File: src/rtl/divu_seq.sv
// rtl/divu_seq.sv - iterative unsigned restoring divider, one quotient bit per clock
//
// Ports:
//   clk        system clock, rising edge
//   rst_n      synchronous active-low reset
//   start      request a divide; sampled only when not busy
//   dividend   unsigned dividend, latched on an accepted start
//   divisor    unsigned divisor, latched on an accepted start
//   busy       iteration in progress; start is ignored while high
//   done       one-cycle pulse: quotient/remainder/div_zero valid
//   quotient   result quotient, held until the next completion
//   remainder  result remainder, held until the next completion
//   div_zero   last op had divisor == 0, held with the results

module divu_seq #(
    parameter int WORD_SIZE = 8
) (
    input  logic                 clk,
    input  logic                 rst_n,
    input  logic                 start,
    input  logic [WORD_SIZE-1:0] dividend,
    input  logic [WORD_SIZE-1:0] divisor,
    output logic                 busy,
    output logic                 done,
    output logic [WORD_SIZE-1:0] quotient,
    output logic [WORD_SIZE-1:0] remainder,
    output logic                 div_zero
);

    localparam int CW = $clog2(WORD_SIZE);

    typedef enum logic [1:0] {
        S_IDLE,
        S_RUN,
        S_DONE
    } state_t;

    state_t               state;
    logic [WORD_SIZE:0]   rem;
    logic [WORD_SIZE-1:0] quo;
    logic [WORD_SIZE-1:0] dvsr;
    logic [CW-1:0]        count;
    // A divide-by-zero is accepted on one edge and completes on the next,
    // without ever entering RUN or raising busy.
    logic                 zero_pend;

    logic [WORD_SIZE:0]   shifted;
    logic [WORD_SIZE:0]   diff;
    logic [WORD_SIZE:0]   rem_next;
    logic [WORD_SIZE-1:0] quo_next;
    logic                 last_iter;

    // One restoring step: shift the next dividend bit into the partial
    // remainder and keep the trial subtraction only if it did not borrow.
    always_comb begin
        shifted   = {rem[WORD_SIZE-1:0], quo[WORD_SIZE-1]};
        diff      = shifted - {1'b0, dvsr};
        rem_next  = diff[WORD_SIZE] ? shifted : diff;
        quo_next  = {quo[WORD_SIZE-2:0], ~diff[WORD_SIZE]};
        last_iter = (count == CW'(WORD_SIZE - 1));
    end

    always_ff @(posedge clk) begin
        if (!rst_n) begin
            state     <= S_IDLE;
            busy      <= 1'b0;
            done      <= 1'b0;
            quotient  <= '0;
            remainder <= '0;
            div_zero  <= 1'b0;
            count     <= '0;
            rem       <= '0;
            quo       <= '0;
            dvsr      <= '0;
            zero_pend <= 1'b0;
        end else begin
            done <= 1'b0;
            case (state)
                S_IDLE, S_DONE: begin
                    if (zero_pend) begin
                        zero_pend <= 1'b0;
                        state     <= S_DONE;
                        done      <= 1'b1;
                        quotient  <= '1;
                        remainder <= quo;
                        div_zero  <= 1'b1;
                    end else if (start) begin
                        quo      <= dividend;
                        dvsr     <= divisor;
                        rem      <= '0;
                        count    <= '0;
                        div_zero <= 1'b0;
                        if (divisor != '0) begin
                            state <= S_RUN;
                            busy  <= 1'b1;
                        end else begin
                            zero_pend <= 1'b1;
                            state     <= S_IDLE;
                        end
                    end else begin
                        state <= S_IDLE;
                    end
                end
                S_RUN: begin
                    rem   <= rem_next;
                    quo   <= quo_next;
                    count <= count + 1'b1;
                    if (last_iter) begin
                        state     <= S_DONE;
                        busy      <= 1'b0;
                        done      <= 1'b1;
                        quotient  <= quo_next;
                        remainder <= rem_next[WORD_SIZE-1:0];
                    end
                end
                default: state <= S_IDLE;
            endcase
        end
    end

endmodule

File: config.mk
export PLATFORM = sky130hd
export DESIGN_NAME = divu_seq
export DESIGN_NICKNAME = d
export VERILOG_FILES = /design/src/rtl/divu_seq.sv
export SDC_FILE = /design/constraint.sdc
export NUM_CORES = 1
export LEC_CHECK = 0
export ABC_CLOCK_PERIOD_IN_PS = 2510
export CORE_AREA = 2 2 73 75
export CTS_CLUSTER_DIAMETER = 80
export DETAILED_ROUTE_END_ITERATION = 12
export DIE_AREA = 0 0 75 77
export PLACE_DENSITY = 0.79
export SLEW_MARGIN = 0
export SYNTH_ARGS = -nofsm -noshare
export SYNTH_HDL_FRONTEND = slang
export SYNTH_SLANG_ARGS = --single-unit
File: constraint.sdc
create_clock -name clk -period 2.51 [get_ports clk]
set_input_delay 0.502 -clock clk [delete_from_list [all_inputs] [get_ports clk]]
set_output_delay 0.502 -clock clk [all_outputs]
set_load 0.05 [all_outputs]
# ---- Word-level counts from Yosys, hierarchy flattened
# Cells that the tools add are included.
dict set report classes {
  n_addsub 2
  n_eq_ne 8
  muxes 34
  n_bitwise 2
  n_reduce_logical 10
}
# operator count
set op_table {}
lappend op_table {{8-bit 2-to-1 mux} 9}
lappend op_table {{8-bit one-hot mux with 2 select lines} 4}
lappend op_table {{1-bit 2-to-1 mux} 12}
lappend op_table {{2-bit != test (second input constant)} 5}
lappend op_table {{3-bit AND reduction} 3}
lappend op_table {{9-bit by 8-bit subtractor with 9-bit output} 1}
lappend op_table {{8-bit nonzero test} 1}
lappend op_table {{2-bit 2-to-1 mux} 3}
lappend op_table {{3-bit 2-to-1 mux} 2}
lappend op_table {{3-bit one-hot mux with 2 select lines} 1}
lappend op_table {{5-bit AND reduction} 1}
lappend op_table {{1-bit one-hot mux with 2 select lines} 2}
lappend op_table {{2-bit one-hot mux with 2 select lines} 1}
lappend op_table {{2-bit nonzero test} 2}
lappend op_table {{3-bit by 1-bit adder with 3-bit output (second input constant)} 1}
lappend op_table {{3-bit == test (second input constant)} 1}
lappend op_table {{2-bit by 1-bit == test with 1-bit output (second input constant)} 1}
lappend op_table {{2-bit == test (second input constant)} 1}
lappend op_table {{2-bit zero test} 1}
lappend op_table {{1-bit NOT} 2}
lappend op_table {{2-bit AND reduction} 1}
lappend op_table {{2-bit OR reduction} 1}
dict set report word_totals {
  register_bits 49
  in_bits 19
  wordCells 67
}

# ---- Longest topological paths before layout
# Gate-level depths: netlist (run 1).
dict set report logic_depth {
  ltp_word 5
  mapped_depth 10
  mapped_depth_nobuf 9
}

# ---- Worst setup path after synthesis (run 1)
# Ideal clock, no wire load.
dict set report synth_timing {
  kind {reg2reg}
  startpoint {reg quo[7]}
  endpoint {reg remainder[0]}
  arrival_ns 2.183
  slack_ns 0.254
  stages_incl_launch_ff 10
  path_buffers 0
  period_less_slack_ns 2.256
  cell_sequence {dfxtp_1 > inv_1 > ha_1 > inv_1 > fa_1 > a211oi_2 > o211a_1 > o211ai_1 > or4_1 > o211ai_2}
}
dict set report synth_via {
  elab_chain_len 4
}
# element line
set synth_lines {}
lappend synth_lines {{start, declared} 40} ;# logic [WORD_SIZE-1:0] quo;
lappend synth_lines {{start signal, assigned} 88} ;# quo <= dividend;
lappend synth_lines {{start signal, assigned} 106} ;# quo <= quo_next;
lappend synth_lines {{9-bit by 8-bit subtractor with 9-bit output} 57} ;# diff = shifted - {1'b0, dvsr};
lappend synth_lines {{8-bit 2-to-1 mux (*)} 58} ;# rem_next = diff[WORD_SIZE] ? shifted : diff;
lappend synth_lines {{8-bit 2-to-1 mux (*)} 108} ;# if (last_iter) begin
lappend synth_lines {{8-bit one-hot mux with 2 select lines (*)} 78} ;# case (state)
lappend synth_lines {{end signal, assigned} 85} ;# remainder <= quo;
lappend synth_lines {{end signal, assigned} 113} ;# remainder <= rem_next[WORD_SIZE-1:0];
lappend synth_lines {{end, declared} 26} ;# output logic [WORD_SIZE-1:0] remainder,
# Every way passes the cells marked *; elsewhere a longest branch is shown, timed or not. The select of a mux whose other input is x is not followed.
# A chain may end at the register's enable or synchronous reset.

# ---- Worst setup path in the final report (run 1)
# Same ends and word-level chain as after synthesis.

==> flow_metrics.tcl, run 1 <==
set metrics [dict create \
    clk_pin_slew_ns 0.10 \
    syn_area_per_cell_um2 8.02 \
    place_hpwl_um 4560 \
    via_per_inst 5.76 \
    utilization_pct 62.9 \
    ys_ff_latch 49 \
    overflow 0 \
    skew_ns 0.0153 \
    start_util_pct 51.9 \
    cts_buffer_depth 2 \
    seq_power_share_pct 45.9 \
    synth_warnings 0 \
    synthArstFlopShare_pct 0 \
    outcome "complete, no violations" \
    core_um2 4980 \
    antenna_found_initial 0 \
    tightestPinTransition_ns 0.735 \
    clock_sinks 49 \
    fin_cells 427 \
    hold_path.class "flip-flop to flip-flop" \
    relSlewSlack_pct 51.0 \
    slowest_stage "or4_4" \
    timing.hold.ws_ns 0.466 \
    fin_crit_sh_pct 93.0 \
    pwr-share-comb_pct 28.2 \
    grt.met2_usage_pct 34.6 \
    die_area_um2 5780 \
    yosysTopAreaCellShare_pct 38.0 \
    p_int_w 0.00124 \
    netlist_top_cells_area "dfxtp_1 38%, nand2_1 7.6%, ha_1 4.8%" \
    gp_congestion 0.896 \
    ys_types 48 \
    fin_nets 386 \
    cap_violations 0 \
    synth_top_cell_by_area "dfxtp_1" \
    layout_min_cycle_time_ns 2.33 \
    vias 2461 \
    portBuffers 37 \
    ant_nets 0 \
    met3_usage_pct 3.42 \
    die_w_um 75 \
    row_count 26 \
    clock_tree.root_cell "clkbuf_8" \
    first_global_vias 2218 \
    drive_above_1_share_pct 7.84 \
    slowest_delay_ns 0.49 \
    syn_nets 352 \
    antenna_cells 0 \
    placed_cells 418 \
    synth-main-ff-cell "dfxtp_1" \
    grt_util_all_layers_pct 22.7 \
    cp_data_arrival_time_ns 2.59 \
    worst_ep_required_time_ns 2.76 \
    synth_edf_count 0 \
    swShare_pct 33.3 \
    crit_chain "inv_1 -> ha_1 -> inv_1 -> fa_2 -> a211oi_2 -> o211ai_1 -> o211a_4 -> or4_4 -> o211ai_2" \
    power_frac_clock_pct 25.9 \
    cts_tree "built" \
    cp_common_cell "inv_1" \
    syn2layout_area_growth_pct 21.3 \
    rsz0062_at_grt "no" \
    fmax_mhz 428 \
    crit_fanout 9 \
    worstSetupEndpointType "flip-flop" \
    peakVddDrop_v 0.000360 \
    dpl_worst_slack_ns 0.0910 \
    htreeDepth 2 \
    finalSetupViolations 0 \
    io_pins 38 \
    slew_viol_final 0 \
    wl_per_cell_um 14.2 \
    grt_max_degree 35 \
    synth_area_um2 2580 \
    fp.dieH_um 77 \
    cp-start-kind "flip-flop" \
    drtPass1Iterations 5 \
    final-hold-violation-count 0 \
    path_class "flip-flop to flip-flop" \
    grt_busiest_layer "met2" \
    switching_power_w 0.000621 \
    clk-insertion-delay-late_ns 0.31 \
    grt_util_met1_pct 32.8 \
    setup_slack_ns 0.176 \
    drt-initial-drc-count 202 \
    grt_pass1_wl_um 10400 \
    wl_um 6080 \
    finalSetupTns_ns 0 \
    power_density_nw_per_um2 594 \
    syn_inst 322 \
    synth_seq_area_share_pct 38.0 \
    total_leakage_power_nw 1.17 \
    drcViolationCount 0 \
    numCtsBuffers 5 \
]
## Yosys cell counts (2+ instances only)
master	n
a211oi_1	2
a21boi_0	13
a21oi_1	16
a31oi_1	11
a32oi_1	2
and2_1	4
buf_2	4
clkbuf_1	15
dfxtp_1	49
ha_1	10
inv_1	15
mux2_2	2
mux2i_1	4
nand2_1	52
nand2b_1	3
nand3_1	8
nand4_1	8
nor2_1	16
nor2b_1	6
nor3_1	6
nor3b_1	6
o211a_1	2
o211ai_1	5
o211ai_2	2
o21a_1	4
o21ai_0	25
o21ai_1	2
o31ai_1	4
or3_1	2
or4_1	3
xnor2_1	2
xor2_1	3
## sequential cells by signal, indices dropped and copies added (netlist names)
signal	cells
dvsr	8
quo	8
quotient	8
rem	8
remainder	8
count	3
state	2
busy	1
div_zero	1
done	1
zero_pend	1
## placed cells by master, fill, tap and decap left out, drive strengths merged, types with 3 or more instances in the layout
cell,instances
a211oi,3
a21boi,13
a21oi,16
a31oi,11
and2,4
buf,11
clkbuf,5
clkdlybuf4s50,37
dfxtp,49
ha,10
inv,16
mux2i,4
nand2,52
nand2b,3
nand3,8
nand4,8
nor2,16
nor2b,6
nor3,6
nor3b,6
o211ai,7
o21a,4
o21ai,27
o31ai,4
or4,4
xor2,3
## layer usage
metal	up-vias	wire length, um	share of wire [%]
li1	1202	-	-
met1	1149	2770	45
met2	102	2890	48
met3	8	348	5.7
met4	0	76	1.3
met5	-	0	0
## cell type report
type	instances	area [um2]
sequential	49	981
clock inverter	3	21.3
inverter	15	56.3
multi-input combinational	237	1470
timing repair buffer	48	453
clock buffer	5	68.8
fill	450	1840
tap	70	87.6
## final timing paths
| path | startpoint | end | slack, ns | depth (start not counted) |
|---|---|---|---|---|
| max | quo[7]$_SDFFE_PN0P_ | remainder[0]$_SDFFE_PN0P_ | 0.18 | 9 |
| min | dvsr[3]$_SDFFE_PN0P_ | dvsr[3]$_SDFFE_PN0P_ | 0.47 | 2 |
| max reg2reg | quo[7]$_SDFFE_PN0P_ | remainder[0]$_SDFFE_PN0P_ | 0.18 | 9 |
| min reg2reg | dvsr[3]$_SDFFE_PN0P_ | dvsr[3]$_SDFFE_PN0P_ | 0.47 | 2 |
## power by group through the flow
stage                     Clock (W)  Combinational, W  Sequential [W]
after global routing       0.000522          0.000587        0.000860
after global placement            0          0.000493        0.000869
final                      0.000482          0.000526        0.000855
after floorplan                   0          0.000375        0.000864
after detailed placement          0          0.000502        0.000871
after CTS                  0.000491          0.000503        0.000853
## critical path: cells and delay by family (launching register included)
family	cells	cell delay, ns
adders and majority gates	2	0.52
DFF	1	0.35
AOI/OAI and AO/OA	4	0.77
and+or+nand+nor	1	0.49
buffers and inverters	2	0.14
## cell families (layout without fill, tap and decap cells)
| family | Yosys count | after routing | synth area share, % |
|---|---|---|---|
| AOI/OAI and AO/OA | 94 | 94 | 23.7 |
| xor gates and xnor gates | 5 | 5 | 1.70 |
| DFF | 49 | 49 | 38.0 |
| adders and majority gates | 11 | 11 | 5.62 |
| buffers and inverters | 36 | 71 | 5.71 |
| and+or+nand+nor | 121 | 121 | 22.9 |
| muxes | 6 | 6 | 2.42 |
## what timing repair did
action	in CTS	in global routing
resized for setup	0	3
buffers inserted	0	1
hold buffers	0	0
endpoints found under the setup margin	0	7
## stage by stage
step	area [um2]	power (W)
3_3_place_gp	3030	0.00136
2_1_floorplan	2580	0.00124
3_5_place_dp	3030	0.00137
6_report	3130	0.00186
4_1_cts	3120	0.00185
5_1_grt	3130	0.00197
(Power assumes the default switching activity.)
==> run 2, diff against run 1 <==
CORE_AREA = 2 2 71 73   (was 2 2 73 75)
DIE_AREA = 0 0 73 75   (was 0 0 75 77)
DONT_BUFFER_PORTS = 1   (was unset)
PLACE_DENSITY = 0.72   (was 0.79)
==> flow_metrics.tcl, run 2 (synthesized netlist as in run 1, its figures left out) <==
set metrics [dict create \
    grt.met2_usage_pct 35.5 \
    ant_nets 0 \
    clock_tree.root_cell "clkbuf_8" \
    regArea_um2 981 \
    hold_path.class "primary input to flip-flop" \
    cap_violations 0 \
    tightestPinTransition_ns 0.697 \
    cts_buffer_depth 2 \
    crit_fanout 4 \
    cp_data_arrival_time_ns 2.56 \
    layout_common_cells "52 x nand2_1, 49 x dfxtp_1, 25 x o21ai_0" \
    grt_max_degree 52 \
    cts_tree "built" \
    power_density_nw_per_um2 710 \
    final_common_cell "nand2_1" \
    io_pins 38 \
    outcome "complete, no violations" \
    clk_pin_slew_ns 0.09 \
    p_total_w 0.00199 \
    core_um2 4660 \
    via_per_inst 5.93 \
    antenna_found_initial 0 \
    final-hold-violation-count 0 \
    htreeDepth 2 \
    wl_per_cell_um 15.9 \
    finalSetupViolations 0 \
    portBuffers 0 \
    grt_pass1_wl_um 9830 \
    peakVddDrop_v 0.000439 \
    drtPass1Iterations 4 \
    clock_sinks 49 \
    worst_ep_required_time_ns 2.75 \
    vias 2228 \
    antenna_cells 0 \
    die_w_um 73 \
    numCtsBuffers 5 \
    placed_cell_area_um2 2640 \
    met3_usage_pct 5.89 \
    worstSetupEndpointType "flip-flop" \
    slew_viol_final 0 \
    finalSetupTns_ns 0 \
    wl_um 5960 \
    cp-start-kind "flip-flop" \
    start_util_pct 55.4 \
    syn2layout_area_growth_pct 8.67 \
    fin_nets 351 \
    drive_above_1_share_pct 9.63 \
    row_count 25 \
    path_class "flip-flop to flip-flop" \
    grt_util_all_layers_pct 23.1 \
    fp.dieH_um 75 \
    holdBufCountCts 0 \
    overflow 0 \
    first_global_vias 2046 \
    fmax_mhz 431 \
    place_hpwl_um 4320 \
    clk-insertion-delay-late_ns 0.31 \
    fin_crit_sh_pct 92.5 \
    grt_busiest_layer "met2" \
    multiInputGateArea_um2 1470 \
    layout_min_cycle_time_ns 2.32 \
    grt_util_met1_pct 32.4 \
    fill_cells 431 \
    skew_ns 0.00686 \
    drt-initial-drc-count 131 \
    relSlewSlack_pct 53.5 \
    final_area_um2 2810 \
    total_leakage_power_nw 1.06 \
    die_area_um2 5480 \
    gp_congestion 0.868 \
    drcViolationCount 0 \
]
[run 2: cell types whose count changed in the layout (fill, tap and decap cells not counted)]
cell | before | now
buf_12 | 0 | 1
buf_4 | 11 | 12
bufinv_16 | 0 | 1
clkbuf_8 | 5 | 6
clkdlybuf4s50_1 | 37 | 0
clkinv_2 | 1 | 0
inv_6 | 1 | 0
o41ai_1 | 1 | 0
o41ai_2 | 0 | 1
[run 2: final cells by class]
cell class              instances  area share (%)
clock buffers                   6            2.94
repair buffers                 13            3.92
multi-input cells             237            52.5
well taps                      54            2.41
flip-flops and latches         49            34.9
inverters                      15            2.01
clock inverters                 2            1.34
[run 2: power breakdown]
group          internal (W)  switching, W  leakage [nW]
sequential         0.000816     0.0000438         0.399
combinational      0.000248      0.000295         0.608
clock              0.000324      0.000267        0.0574
total               0.00139      0.000605          1.06
[run 2: timing repair]
item,CTS,global route
resized for setup,0,4
buffers inserted,0,3
setup endpoints to repair,0,7
[run 2: worst paths after layout]
kind / startpoint / end / slack, ns / cells after the start
hold reg to reg: dvsr[5]$_SDFFE_PN0P_ / dvsr[5]$_SDFFE_PN0P_ / 0.47 / 2
hold / removal: rst_n / rem[6]$_SDFFE_PN0P_ / 0.32 / 2
setup reg to reg: quo[7]$_SDFFE_PN0P_ / remainder[0]$_SDFFE_PN0P_ / 0.19 / 9
setup / recovery: quo[7]$_SDFFE_PN0P_ / remainder[0]$_SDFFE_PN0P_ / 0.19 / 9
[run 2: through the flow]
stage	setup slack [ns]	hold slack (ns)	cells	utilization, %
floorplan	0.254	0.443	322	-
global placement	0.173	0.453	365	56.5
detailed placement	0.101	0.457	365	56.5
CTS	0.0723	0.311	373	59.1
global route	-0.00237	0.311	376	60.2
finish	0.189	0.325	376	60.2
[run 2: critical path: stages, from the launching register on]
cell and delay (ns):
dfxtp_1 0.35, inv_1 0.08, ha_1 0.16, inv_1 0.05, fa_2 0.35, a211oi_2 0.32
o211a_1 0.22, o211ai_1 0.13, or4_1 0.53, o211ai_2 0.08
[run 2: per-layer routing]
metal / routed length (um) / share of wire, %
met5: 0 / 0
met3: 346 / 5.8
met1: 2810 / 47
met4: 56 / 0.94
met2: 2750 / 46
==> run 3, diff against run 2 <==
CTS_CLUSTER_SIZE = 20   (was unset)
==> results of run 3 <==
Same layout as run 2: the final DEF is identical, and so are final timing and power.
